**config.mk**
```make
export PLATFORM = sky130hd
export DESIGN_NAME = pc_gen
export DESIGN_NICKNAME = d
export VERILOG_FILES = /design/src/rtl/pc_gen_pkg.sv /design/src/rtl/pc_redirect_buf.sv /design/src/rtl/pc_gen.sv
export SDC_FILE = /design/constraint.sdc
export NUM_CORES = 1
export LEC_CHECK = 0
export BUFFER_PORTS_ARGS = -buffer_cell sky130_fd_sc_hd__buf_2
export CORE_ASPECT_RATIO = 0.9
export CORE_MARGIN = 1
export CORE_UTILIZATION = 55
export CTS_BUF_LIST = sky130_fd_sc_hd__clkbuf_4
export DETAILED_ROUTE_END_ITERATION = 8
export GPL_ROUTABILITY_DRIVEN = 0
export GPL_TIMING_DRIVEN = 0
export PLACE_DENSITY_LB_ADDON = 0.05
export SYNTH_ARGS = -nofsm -noshare
export SYNTH_HDL_FRONTEND = slang
export SYNTH_SLANG_ARGS = --single-unit
```
**constraint.sdc**
```tcl
create_clock -name clk_i -period 2.5 [get_ports clk_i]
set_clock_uncertainty 0.05 [all_clocks]
set_input_delay 0 -clock clk_i [delete_from_list [all_inputs] [get_ports clk_i]]
set_output_delay 0 -clock clk_i [all_outputs]
set_load 0.02 [all_outputs]
```
**src/rtl/pc_gen_pkg.sv**
```systemverilog
// Shared definitions for the fetch PC generator: default sizing,
// FSM state encoding and the redirect-type encoding.
package pc_gen_pkg;

    localparam int ADDR_WIDTH = 32;
    localparam int STEP       = 4;

    localparam logic [1:0] ST_IDLE     = 2'd0;
    localparam logic [1:0] ST_RUN      = 2'd1;
    localparam logic [1:0] ST_WAIT_GNT = 2'd2;

    typedef enum logic {
        REDIR_JUMP = 1'b0,
        REDIR_INT  = 1'b1
    } redir_type_e;

endpackage

```
**src/rtl/pc_redirect_buf.sv**
```systemverilog
// One-entry buffer that remembers a redirect arriving while the
// instruction bus has not yet accepted the current fetch.
module pc_redirect_buf #(
    parameter int ADDR_WIDTH = pc_gen_pkg::ADDR_WIDTH
) (
    input  logic                    i_clk,
    input  logic                    i_rst_n,
    input  logic                    i_hold,
    input  logic                    i_consume,
    input  logic                    i_flush_int,
    input  logic [ADDR_WIDTH-1:0]   i_int_pc,
    input  logic                    i_flush_jump,
    input  logic [ADDR_WIDTH-1:0]   i_jump_pc,
    output logic                    o_valid,
    output logic [ADDR_WIDTH-1:0]   o_target,
    output pc_gen_pkg::redir_type_e o_type
);
    import pc_gen_pkg::*;

    logic                  r_valid;
    logic [ADDR_WIDTH-1:0] r_target;
    redir_type_e           r_type;

    // A pending interrupt is never displaced by a later jump.
    always_ff @(posedge i_clk or negedge i_rst_n) begin
        if (!i_rst_n) begin
            r_valid  <= 1'b0;
            r_target <= '0;
            r_type   <= REDIR_JUMP;
        end else if (i_hold) begin
            if (i_flush_int) begin
                r_valid  <= 1'b1;
                r_target <= i_int_pc;
                r_type   <= REDIR_INT;
            end else if (i_flush_jump && !(r_valid && (r_type == REDIR_INT))) begin
                r_valid  <= 1'b1;
                r_target <= i_jump_pc;
                r_type   <= REDIR_JUMP;
            end
        end else if (i_consume) begin
            r_valid <= 1'b0;
        end
    end

    assign o_valid  = r_valid;
    assign o_target = r_target;
    assign o_type   = r_type;

endmodule

```
**src/rtl/pc_gen.sv**
```systemverilog
// Fetch program-counter generator: sequential stepping, stall hold,
// interrupt/jump redirects with a pending slot while the bus is busy.
module pc_gen #(
    parameter int ADDR_WIDTH  = pc_gen_pkg::ADDR_WIDTH,
    parameter int RESET_PC    = 0,
    parameter int STEP        = pc_gen_pkg::STEP,
    parameter int STALL_WIDTH = 6,
    parameter int STALL_BIT   = 0
) (
    input  logic                   clk_i,
    input  logic                   rst_n_i,
    input  logic [STALL_WIDTH-1:0] stall_i,
    input  logic                   flush_int_i,
    input  logic [ADDR_WIDTH-1:0]  int_pc_i,
    input  logic                   flush_jump_i,
    input  logic [ADDR_WIDTH-1:0]  jump_pc_i,
    input  logic                   ibus_gnt_i,
    output logic [ADDR_WIDTH-1:0]  pc_o,
    output logic                   ce_o,
    output logic                   ibus_req_o,
    output logic                   misalign_o
);
    import pc_gen_pkg::*;

    localparam logic [ADDR_WIDTH-1:0] ALIGN_MASK = ADDR_WIDTH'(STEP - 1);
    localparam logic [ADDR_WIDTH-1:0] STEP_INC   = ADDR_WIDTH'(STEP);
    localparam logic [ADDR_WIDTH-1:0] PC_INIT    = ADDR_WIDTH'(RESET_PC);

    logic [1:0]            r_state;
    logic [1:0]            w_state_next;
    logic [ADDR_WIDTH-1:0] r_pc;
    logic [ADDR_WIDTH-1:0] w_pc_next;
    logic                  r_misalign;
    logic                  w_req;
    logic                  w_granted;
    logic                  w_update;
    logic                  w_hold;
    logic                  w_load;
    logic [ADDR_WIDTH-1:0] w_target;
    logic                  w_pend_valid;
    logic [ADDR_WIDTH-1:0] w_pend_target;
    redir_type_e           w_pend_type;

    assign w_req     = (r_state != ST_IDLE);
    assign w_granted = w_req & ibus_gnt_i;
    assign w_update  = w_granted | (r_state == ST_IDLE);
    assign w_hold    = w_req & ~ibus_gnt_i;

    pc_redirect_buf #(
        .ADDR_WIDTH (ADDR_WIDTH)
    ) u_redirect_buf (
        .i_clk        (clk_i),
        .i_rst_n      (rst_n_i),
        .i_hold       (w_hold),
        .i_consume    (w_granted),
        .i_flush_int  (flush_int_i),
        .i_int_pc     (int_pc_i),
        .i_flush_jump (flush_jump_i),
        .i_jump_pc    (jump_pc_i),
        .o_valid      (w_pend_valid),
        .o_target     (w_pend_target),
        .o_type       (w_pend_type)
    );

    // Interrupts (new or pending) outrank jumps; a fresh request beats a pending one of the same kind.
    always_comb begin
        w_load   = 1'b0;
        w_target = '0;
        if (w_update) begin
            if (flush_int_i) begin
                w_load   = 1'b1;
                w_target = int_pc_i;
            end else if (w_pend_valid && (w_pend_type == REDIR_INT)) begin
                w_load   = 1'b1;
                w_target = w_pend_target;
            end else if (flush_jump_i) begin
                w_load   = 1'b1;
                w_target = jump_pc_i;
            end else if (w_pend_valid) begin
                w_load   = 1'b1;
                w_target = w_pend_target;
            end
        end
    end

    always_comb begin
        w_pc_next = r_pc;
        if (w_load) begin
            w_pc_next = w_target & ~ALIGN_MASK;
        end else if (w_granted && !stall_i[STALL_BIT]) begin
            w_pc_next = r_pc + STEP_INC;
        end
    end

    always_comb begin
        w_state_next = r_state;
        case (r_state)
            ST_IDLE:     w_state_next = ST_RUN;
            ST_RUN:      w_state_next = ibus_gnt_i ? ST_RUN : ST_WAIT_GNT;
            ST_WAIT_GNT: w_state_next = ibus_gnt_i ? ST_RUN : ST_WAIT_GNT;
            default:     w_state_next = ST_IDLE;
        endcase
    end

    always_ff @(posedge clk_i or negedge rst_n_i) begin
        if (!rst_n_i) begin
            r_state    <= ST_IDLE;
            r_pc       <= PC_INIT;
            r_misalign <= 1'b0;
        end else begin
            r_state    <= w_state_next;
            r_pc       <= w_pc_next;
            r_misalign <= w_load & (|(w_target & ALIGN_MASK));
        end
    end

    assign pc_o       = r_pc;
    assign ibus_req_o = w_req;
    assign ce_o       = w_req;
    assign misalign_o = r_misalign;

endmodule
```
After elaboration in Yosys (flattened, before gate mapping)

Index checks and enable logic that the tools add are counted.

Add/subtract/negate cells: 1
Equal/unequal tests: 3
Muxes and demuxes: 22
Bitwise operators: 5
Reductions and logical operators: 14

Operators with widths:

| operator                                                         | number |
|---|---|
| 32-bit two-way mux                                               | 9 |
| 32-bit by 3-bit adder with 32-bit output (second input constant) | 1 |
| 1-bit two-way mux                                                | 11 |
| 2-bit nonzero test                                               | 4 |
| 2-bit one-hot mux with 2 select lines                            | 1 |
| 2-bit AND reduction                                              | 2 |
| 2-bit OR reduction                                               | 2 |
| 1-bit AND                                                        | 3 |
| 1-bit logical AND                                                | 3 |
| 3-bit inequality test (second input constant)                    | 1 |
| 2-bit by 1-bit == test with 1-bit output (second input constant) | 1 |
| 2-bit == test (second input constant)                            | 1 |
| 1-bit logical NOT                                                | 2 |
| 2-bit logical NOT                                                | 1 |
| 2-bit two-way mux                                                | 1 |
| 1-bit inverter                                                   | 1 |
| 1-bit OR                                                         | 1 |

Register bits after elaboration: 69
Input port bits: 75
Output and inout bits: 35
Logic and storage cells: 51

Longest topological paths before layout

Gate-level depths: netlist (run 1).

Word-level depth: 7
Depth in mapped cells: 9
Mapped depth without buffers: 7

Hierarchy

A second synthesis (run 1) with hierarchy kept.

Cell total of the unflattened synthesis: 428
Area, all modules: 4,619.4 um2

Modules (own cells, without submodules):

| module          | times used | cells an instance | area an instance (um2) |
|---|---|---|---|
| pc_gen          | 1          | 316               | 2,642.5 |
| pc_redirect_buf | 1          | 112               | 1,976.9 |

Least setup slack after synthesis (run 1)

Ideal clock, no wire load.

Path kind: register -> register
From: register r_state[0]
To: register r_pc[23] (netlist: pc_o[23])
Arrival: 1.765 ns
Path slack: 0.556 ns
Cell stages (with the launch flop): 10
Path buffers: 2
Clock period less this slack: 1.944 ns
Cell sequence: dfrtp_1 -> inv_1 -> ha_1 -> buf_6 -> and4bb_4 -> nand4_4 -> buf_6 -> nor4_4 -> xnor2_1 -> a21oi_2

Word-level cells in the longest chain between the ends: 5

RTL lines:

| what                                                     | RTL line      | text |
|---|---|---|
| from (decl)                                              | pc_gen.sv:29  | `logic [1:0] r_state;` |
| from (signal assigned)                                   | pc_gen.sv:111 | `r_state <= w_state_next;` |
| 2-bit nonzero test                                       | pc_gen.sv:44  | `assign w_req = (r_state != ST_IDLE);` |
| 1-bit AND                                                | pc_gen.sv:45  | `assign w_granted = w_req & ibus_gnt_i;` |
| 1-bit OR                                                 | pc_gen.sv:46  | `assign w_update = w_granted \| (r_state == ST_IDLE);` |
| 32-bit two-way mux or 1-bit two-way mux (tied branches)  | pc_gen.sv:69  | `if (w_update) begin` |
| 32-bit two-way mux or 2-bit nonzero test (tied branches) | --            |  |
| to (signal assigned)                                     | pc_gen.sv:112 | `r_pc <= w_pc_next;` |
| to (decl)                                                | pc_gen.sv:31  | `logic [ADDR_WIDTH-1:0] r_pc;` |

Parallel ways exist; a longest one is shown, timed or not.
A chain may end at the register's enable or synchronous reset.

Worst setup path in the final report (run 1)

From: register u_redirect_buf.r_valid (netlist: u_redirect_buf.o_valid)
To: register r_misalign (netlist: misalign_o)

Word-level cells in the longest chain between the ends: 7

RTL lines:

| what                   | RTL line              | text |
|---|---|---|
| from (decl)            | pc_redirect_buf.sv:20 | `logic r_valid;` |
| from (signal assigned) | pc_redirect_buf.sv:27 | `r_valid <= 1'b0;` |
| from (signal assigned) | pc_redirect_buf.sv:32 | `r_valid <= 1'b1;` |
| from (signal assigned) | pc_redirect_buf.sv:36 | `r_valid <= 1'b1;` |
| 32-bit two-way mux     | pc_gen.sv:79          | `end else if (w_pend_valid) begin` |
| 32-bit two-way mux     | pc_gen.sv:76          | `end else if (flush_jump_i) begin` |
| 32-bit two-way mux     | pc_gen.sv:73          | `end else if (w_pend_valid && (w_pend_type == REDIR_INT)) begin` |
| 32-bit two-way mux     | pc_gen.sv:70          | `if (flush_int_i) begin` |
| 32-bit two-way mux     | pc_gen.sv:69          |  |
| 2-bit OR reduction     | pc_gen.sv:113         | `r_misalign <= w_load & (\|(w_target & ALIGN_MASK));` |
| 1-bit AND *            | pc_gen.sv:113         |  |
| to (signal assigned)   | pc_gen.sv:113         |  |
| to (decl)              | pc_gen.sv:33          | `logic r_misalign;` |

Every way passes the cells marked *; elsewhere a longest branch is shown, timed or not.

==> results of run 1 <==
[registers in the layout, summed over array words and instances, names as in the netlist]
register	flops
u_redirect_buf.o_valid	1
u_redirect_buf.o_target	32
misalign_o	1
u_redirect_buf.o_type	1
pc_o	30
r_state	2
[cells in the final DEF (no fill, tap or decap), drive strengths merged, types with 2 or more instances in the layout]
cell type,count
a31oi,3
o21ai,41
nor3b,4
nor2,13
nor3,11
dlygate4sd3,83
dfrtp,67
clkinv,6
nor2b,2
nor4,5
and4,4
and3,4
a21boi,2
nand2,84
xor2,3
a211oi,26
buf,122
inv,8
and2,2
nand4,9
mux2i,31
or4,2
clkbuf,25
a21oi,57
nand3,22
o221a,2
ha,3
xnor2,20
o22a,2
o31ai,3
o22ai,2
conb,2
[logic make-up (layout without fill, tap and decap cells)]
group | count (synthesis) | count (layout) | synth area share, %
flip-flops | 67 | 67 | 40.1
XOR/XNOR | 23 | 23 | 4.81
adder cells (fa/ha/maj) | 3 | 3 | 0.897
multiplexers | 31 | 31 | 7.41
other | 1 | 2 | 0.0896
AO/OA/AOI/OAI | 145 | 145 | 20.7
buffers and inverters | 46 | 245 | 5.71
AND/OR/NAND/NOR | 165 | 165 | 20.3
[metal layers]
metal	up-vias	wire (um)	track usage, %
met3	79	1620	10.2
met2	347	6840	62.3
met5	-	0	0
met4	0	501	13.0
met1	2269	5540	49.2
li1	2123	-	-
[tightest hold or removal path, cell delays in order]
cell       delay [ns]
buf_2            0.09
o221ai_1         0.18
a2bb2oi_1        0.19
[per-stage QoR]
step / util [%] / setup WS (ns) / hold slack [ns] / cells
floorplan: - / 0.556 / -0.346 / 482
global placement: 66.6 / 0.341 / 0.143 / 675
detailed placement: 66.6 / 0.309 / 0.119 / 675
CTS: 79.9 / 0.221 / 0.00595 / 774
global route: 79.9 / 0.0411 / 0.0206 / 774
finish: 79.9 / 0.160 / 0.0156 / 774
[how the worst min path moves through the flow]
stage | to | start | cells after the start | slack, ns
floorplan | misalign_o | rst_n_i | 0 | -0.35
global placement | r_state[1] | ibus_gnt_i | 2 | 0.14
detailed placement | pc_o[22] | rst_n_i | 1 | 0.12
CTS | pc_o[5] | jump_pc_i[5] | 5 | 0.006
global route | pc_o[16] | int_pc_i[16] | 3 | 0.02
finish | pc_o[16] | int_pc_i[16] | 3 | 0.02
[power breakdown]
part	switching, uW	internal, uW
clock network	414	308
logic	1740	1100
registers	522	1610
[layout make-up]
| class | instances | share of cell area (%) |
|---|---|---|
| inverters | 9 | 0.585 |
| flip-flops and latches | 67 | 29.1 |
| clock inverters | 6 | 0.976 |
| multi-input cells | 369 | 39.4 |
| repair buffers | 183 | 23.1 |
| clock buffers | 10 | 1.30 |
| plain buffers | 37 | 3.56 |
| well taps | 93 | 2.02 |
==> flow_summary.ini, run 1 <==
[die]
die_area_mm2 = 0.00796
coreArea_mm2 = 0.00722
initial_core_util_pct = 58.0
die_height_um = 84.8
die_x_um = 94.0
rows = 29
io_pins = 110

[logic_synthesis]
yosys.cell_types.count = 54
async_flop_share_pct = 100
ys_top_cells_by_count = nand2_1, dfrtp_1, a21oi_1
yosysWarningCount = 0
syn_avg_cell_area_um2 = 8.70
synth.top_cell.area_share_pct = 40.1
synth_flop_cell = dfrtp_1
syn_inst = 481
yosys.area.top_type = dfrtp_1
synth-edff-count = 0
synth_area_leaders = dfrtp_1, nand2_1, mux2i_1
ys_seq_elements = 67
ys_seq_area_share_pct = 40.1
synth.most_common_cell = nand2_1
syn_area_mm2 = 0.00419

[drt]
drt_first_pass_iters = 5
drc = 0
drt_iter0_drc = 505
ant_nets = 0
drt-total-wl_um = 14500
routed_via_density = 6.22
vias = 4818
wl_per_cell_um = 18.7

[global_route]
grt_max_degree = 68
grt_overflow = 0
antenna_found_initial = 0
grtUsageTotal_pct = 38.3
grt_pass1_wl_um = 23200
grt_pass1_vias = 4700

[clock_network]
clk_pin_slew_ns = 0.12
cts_made_buffers = 9
h-tree-depth = 3
clk_path_buf_depth = 2
cts.repair.resized = 0
clk_latency_ns = 0.43
cts_hold_buf = 83
cts-root-buf = clkbuf_4
cts_tree = yes
cts_setup_buffers = 0
cts.sinks = 67

[timing]
timing.final.max_slew_violations = 0
finalSetupViolations = 0
tightest_slew_ns = 0.886
timing.fmax_mhz = 427
rsz0062_at_grt = false
final.period_utilization_pct = 93.6
hold_viol_final = 0
final.min_clock_period_ns = 2.34
tns_ns = 0
slew_headroom_pct = 41.0

[final_layout]
fin_area_mm2 = 0.00577
area_growth_pct = 37.9
drive_gt1_share_pct = 21.7
diodes = 0
ff_latch_area_mm2 = 0.00168
fill_cells = 483
fin_nets = 754
multi_input_area_mm2 = 0.00227

[worst_setup_path]
critPathSlowestCell = dlygate4sd3_1
rrSetupSlack_ns = 0.16
reg2reg_depth = 6
start_kind = flip-flop
r2r_end = misalign_o
worst_path_dominant_cell_family = buffers and inverters
endpoint = misalign_o
max_stage_delay_ns = 0.56
worstPathArrival_ns = 2.61
worst-path-buf-inv = 3
cp_max_fo = 10
end_kind = flip-flop
reg2reg_from = u_redirect_buf.o_valid
worstPathCellList = or2_1, clkbuf_1, o22ai_2, buf_6, a21oi_1, dlygate4sd3_1
startpoint = u_redirect_buf.o_valid
worst-setup-path-type = flip-flop to flip-flop
crit_cells = 6
critPathRequiredTime_ns = 2.77

[flow_run]
maxCapViolCount = 0

[outcome]
status = completed

[power_and_ir_drop]
powerDensity_mw_per_mm2 = 987
power_uw = 5700
ir_drop_uv = 540
leakage_uw = 0.00256

[placement]
portBuffers = 100
placed_area_mm2 = 0.00481
hpwl_um = 9130

[hold_path]
min_path_type = input pin to flip-flop
Power figures use the tool's default switching activity.
==> run 2, diff against run 1 <==
- CELL_PAD_IN_SITES_DETAIL_PLACEMENT: default -> 1
- CELL_PAD_IN_SITES_GLOBAL_PLACEMENT: default -> 1
- CORE_UTILIZATION: 55 -> 41
==> run 2 against run 1 <==
Register-to-register slack is essentially flat. Sequential share of layout area shrank 0.65 points. Clock power increased by 19%. Non-clock buffer count increased by 6. Final cell count increased by 5.0%. Global-route usage decreased by 4.3 points. Sequential power rose by 2%. Total power grew 4.9%. Die area rose by 33%. First-iteration DRC count decreased by 49%. Setup slack worse by 0.0092 ns. Largest power group unchanged.
==> flow_summary.ini, run 2 (synthesis results as in run 1) <==
[worst_setup_path]
worst-setup-path-type = flip-flop to flip-flop
worstPathCellList = inv_1, ha_1, buf_6, nor3b_4, nand2_4, nor3_1, a31oi_1, o221a_2
critPathRequiredTime_ns = 2.81
startpoint = r_state[0]
cp_max_fo = 9
start_kind = flip-flop
end_kind = flip-flop
critPathSlowestCell = nor3b_4
max_stage_delay_ns = 0.54
worst-path-buf-inv = 2
r2r_end = pc_o[30]
rrSetupSlack_ns = 0.15
reg2reg_from = r_state[0]
worstPathArrival_ns = 2.65
worst_path_dominant_cell_family = simple AND/OR/NAND/NOR gates
reg2reg_depth = 8

[global_route]
grt_pass1_vias = 5044
grt_overflow = 0
grt_max_degree = 68
grt_pass1_wl_um = 27200
grtUsageTotal_pct = 34.0
antenna_found_initial = 1

[timing]
finalSetupViolations = 0
hold_viol_final = 0
final.min_clock_period_ns = 2.35
timing.final.max_slew_violations = 0
rsz0062_at_grt = false
slew_headroom_pct = 39.5
timing.fmax_mhz = 426
final.period_utilization_pct = 94.0
tns_ns = 0
hold_ws_ns = 0.0807
tightest_slew_ns = 0.907

[drt]
wl_per_cell_um = 21.4
routed_via_density = 5.88
drt_iter0_drc = 260
drt-total-wl_um = 17400
drt_first_pass_iters = 5
drc = 0
vias = 4784
ant_nets = 0

[flow_run]
maxCapViolCount = 0

[clock_network]
h-tree-depth = 3
cts_tree = yes
clk_latency_ns = 0.45
cts-root-buf = clkbuf_4
cts_made_buffers = 9
cts_setup_buffers = 0
cts.sinks = 67
clk_path_buf_depth = 2
clk_pin_slew_ns = 0.13

[hold_path]
holdPathStages = 4
min_path_type = input pin to flip-flop
worstHoldEndpoint = pc_o[22]
hold_start = flush_int_i

[placement]
portBuffers = 100
hpwl_um = 10900

[final_layout]
mostFrequentLayoutCell = buf_2
largest_register_ffs = 32
diodes = 0
drive_gt1_share_pct = 21.8
fin_nets = 760
mostFrequentLayoutCells = buf_2, dlygate4sd3_1, nand2_1, dfrtp_1, a21oi_1
fin_util_pct = 60.3
area_growth_pct = 41.0

[die]
die_height_um = 97.9
die_x_um = 109
die_area_mm2 = 0.0106
initial_core_util_pct = 42.8
coreArea_mm2 = 0.00978
io_pins = 110
rows = 34

[power_and_ir_drop]
powerDensity_mw_per_mm2 = 1010
ir_drop_uv = 459
leakage_uw = 0.00260

[outcome]
status = completed
-- run 2: power by group --
part / internal, uW / leakage, uW / switching [uW]
sequential: 1610 / 0.000811 / 568
clock: 404 / 0.0000877 / 455
combinational: 1110 / 0.00170 / 1830
-- run 2: timing repair --
action / CTS / global route
setup endpoints to repair: 0 / 3
gates resized for setup: 0 / 3
endpoints found under the hold margin: 131 / 0
hold buffers: 89 / 0
-- run 2: stage by stage --
stage / std cells / power (uW) / area (um2) / setup WS, ns
after detailed placement: 708 / 4860 / 4850 / 0.184
after global routing: 813 / 6320 / 5900 / 0.0200
after floorplan: 482 / 3830 / 4190 / 0.556
final: 813 / 5980 / 5900 / 0.151
after CTS: 813 / 5860 / 5900 / 0.171
after global placement: 708 / 4720 / 4850 / 0.248
-- run 2: area by class of cell --
class | count | area, um2
plain buffers | 37 | 209
inverters | 9 | 33.8
fillers | 1190 | 3880
multi-input cells | 369 | 2270
well taps | 126 | 158
clock buffers | 9 | 67.6
flip-flops and latches | 67 | 1680
clock inverters | 7 | 91.3
repair buffers | 189 | 1390
-- run 2: metal layers --
| metal | part of all wire, % | up-vias | global-route usage [%] | routed length, um |
|---|---|---|---|---|
| li1 | - | 2135 | - | - |
| met1 | 43 | 2393 | 43.6 | 7410 |
| met2 | 48 | 205 | 55.9 | 8350 |
| met3 | 6.0 | 49 | 6.21 | 1050 |
| met4 | 3.2 | 2 | 13.8 | 552 |
| met5 | 0.058 | - | 0 | 10 |
-- run 2: worst register-to-register path, stage by stage (launching register included) --
cell and delay [ns]:
dfrtp_1 0.37, inv_1 0.05, ha_1 0.20, buf_6 0.15, nor3b_4 0.54, nand2_4 0.22
nor3_1 0.30, a31oi_1 0.14, o221a_2 0.24
-- run 2: worst max path at each step --
stage / endpoint / depth (start not counted) / slack (ns)
5_1_grt: pc_o[30] / 8 / 0.02
2_1_floorplan: pc_o[23] / 9 / 0.56
3_5_place_dp: pc_o[30] / 8 / 0.18
6_report: pc_o[30] / 8 / 0.15
4_1_cts: pc_o[30] / 8 / 0.17
3_3_place_gp: pc_o[30] / 8 / 0.25
==> run 3, diff against run 2 <==
- BUFFER_PORTS_ARGS: -buffer_cell sky130_fd_sc_hd__buf_2 -> default
- CORE_UTILIZATION: 41 -> 49
- DONT_BUFFER_PORTS: default -> 1
==> run 3 against run 2 <==
Core utilization is 6.7 points higher. Critical path type unchanged. Final cell count is 15% lower. The flow now finishes with violations (setup timing). Hold slack worse by 0.042 ns. Non-clock buffer count is 94 lower. Sequential power is 18% higher. Highest routed layer is now met4. Clock power is 2% higher. Total power is 0.23% higher. Setup slack worse by 0.16 ns. Wire length is 11% higher. Via count is 0.10% higher. Sequential share of layout area is 2.3 points higher. Flip-flop and latch count stayed put.
==> flow_summary.ini, run 3 (synthesis results as in run 1) <==
[worst_setup_path]
worst-setup-path-type = flip-flop to flip-flop
critPathRequiredTime_ns = 2.79
worst-path-buf-inv = 3
worstPathCellList = or2_1, clkbuf_1, o22ai_2, buf_6, a21oi_1, dlygate4sd3_1
startpoint = u_redirect_buf.o_valid
r2r_end = misalign_o
end_kind = flip-flop
cp_max_fo = 10
rrSetupSlack_ns = -0.01
reg2reg_from = u_redirect_buf.o_valid
reg2reg_depth = 6
critPathSlowestCell = dlygate4sd3_1
worstPathArrival_ns = 2.80
worst_path_dominant_cell_family = buffers and inverters
max_stage_delay_ns = 0.56
start_kind = flip-flop

[drt]
vias = 4789
drc = 0
wl_per_cell_um = 28.0
drt_first_pass_iters = 5
routed_via_density = 6.92
drt_iter0_drc = 390
ant_nets = 0
drt-total-wl_um = 19400

[timing]
rsz0062_at_grt = true
timing.fmax_mhz = 398
finalSetupViolations = 1
final.min_clock_period_ns = 2.51
timing.final.max_slew_violations = 0
tightest_slew_ns = 0.661
hold_viol_final = 0
final.period_utilization_pct = 101
slew_headroom_pct = 55.7
timing.final.ws_setup_ns = -0.0133

[global_route]
grt_overflow = 0
grt_pass1_wl_um = 28900
grt_max_degree = 68
antenna_found_initial = 0
grtUsageTotal_pct = 44.1
grt_pass1_vias = 4970

[die]
die_x_um = 99.4
coreArea_mm2 = 0.00815
die_area_mm2 = 0.00892
rows = 31
die_height_um = 89.7
initial_core_util_pct = 51.4
io_pins = 110

[clock_network]
cts.sinks = 67
h-tree-depth = 3
clk_latency_ns = 0.44
clk_pin_slew_ns = 0.13
cts-root-buf = clkbuf_4
cts_tree = yes
clk_path_buf_depth = 2
cts_made_buffers = 9

[final_layout]
area_growth_pct = 30.5
diodes = 0
final_cells = 692
mostFrequentLayoutCells = dlygate4sd3_1, nand2_1, dfrtp_1, a21oi_1, o21ai_0
fin_util_pct = 67.1
fin_nets = 666
mostFrequentLayoutCell = dlygate4sd3_1
largest_register_ffs = 32
drive_gt1_share_pct = 10.3

[power_and_ir_drop]
powerDensity_mw_per_mm2 = 1100
leakage_uw = 0.00226
ir_drop_uv = 525

[hold_path]
min_path_type = input pin to asynchronous set/reset pin

[placement]
hpwl_um = 10400
portBuffers = 0
numPlacedInstances = 581

[flow_run]
maxCapViolCount = 0

[outcome]
violations = setup timing
status = finished, violations left
[run 3: changes by cell type in the layout (fill, tap and decap cells not counted), sizes merged]
cell         before  now
buf             121   25
dlygate4sd3      89   91
[run 3: final cells by class]
type	count	area (um2)
fill	912	2680
multi-input combinational	369	2280
sequential	67	1680
timing repair buffer	95	973
buffer	37	213
tap	99	124
clock inverter	7	91.3
clock buffer	9	67.6
inverter	9	33.8
[run 3: repair_timing]
action,CTS,global route
hold buffers,92,0
setup buffers,0,3
endpoints found under the setup margin,0,18
endpoints found under the hold margin,134,0
resized for setup,0,17
[run 3: worst reg2reg max path: stages, from the launching register on]
cell and delay (ns):
dfrtp_1 0.50, or2_1 0.28, clkbuf_1 0.22, o22ai_2 0.51
buf_6 0.24, a21oi_1 0.06, dlygate4sd3_1 0.56
[run 3: routing by layer]
metal  routed length [um]  track usage [%]  vias up  share of wire, %
met4                 1010             24.5        0               5.2
met2                 9290             74.6      382                48
met1                 7230             51.9     2348                37
met5                    0                0        -                 0
met3                 1820             11.9      115               9.4
li1                     -                -     1944                 -
[run 3: metrics by stage]
| step | cell area [um2] | worst slack (ns) | hold slack [ns] | TNS [ns] | total power (uW) |
|---|---|---|---|---|---|
| 6_report | 5460 | -0.0133 | 0.0385 | -0.0133 | 5990 |
| 4_1_cts | 5410 | 0.143 | 0.0149 | 0 | 5560 |
| 2_1_floorplan | 4190 | 0.556 | -0.346 | 0 | 3830 |
| 3_3_place_gp | 4310 | 0.251 | -0.344 | 0 | 4390 |
| 3_5_place_dp | 4310 | 0.159 | -0.344 | 0 | 4540 |
| 5_1_grt | 5460 | -0.0656 | 0.0989 | -0.147 | 6220 |
[run 3: worst max path at each step]
| stage | to | cells after the start |
|---|---|---|
| after detailed placement | pc_o[30] | 8 |
| after floorplan | pc_o[23] | 9 |
| after global placement | pc_o[30] | 8 |
| after CTS | pc_o[30] | 8 |
| after global routing | u_redirect_buf.o_target[13] | 9 |
| final | misalign_o | 6 |
[run 3: where the power goes]
group	internal [uW]	total [uW]	switching [uW]	leakage (uW)
Clock	404	878	473	0.0000877
Combinational	940	2540	1600	0.00136
Sequential	1600	2580	974	0.000811
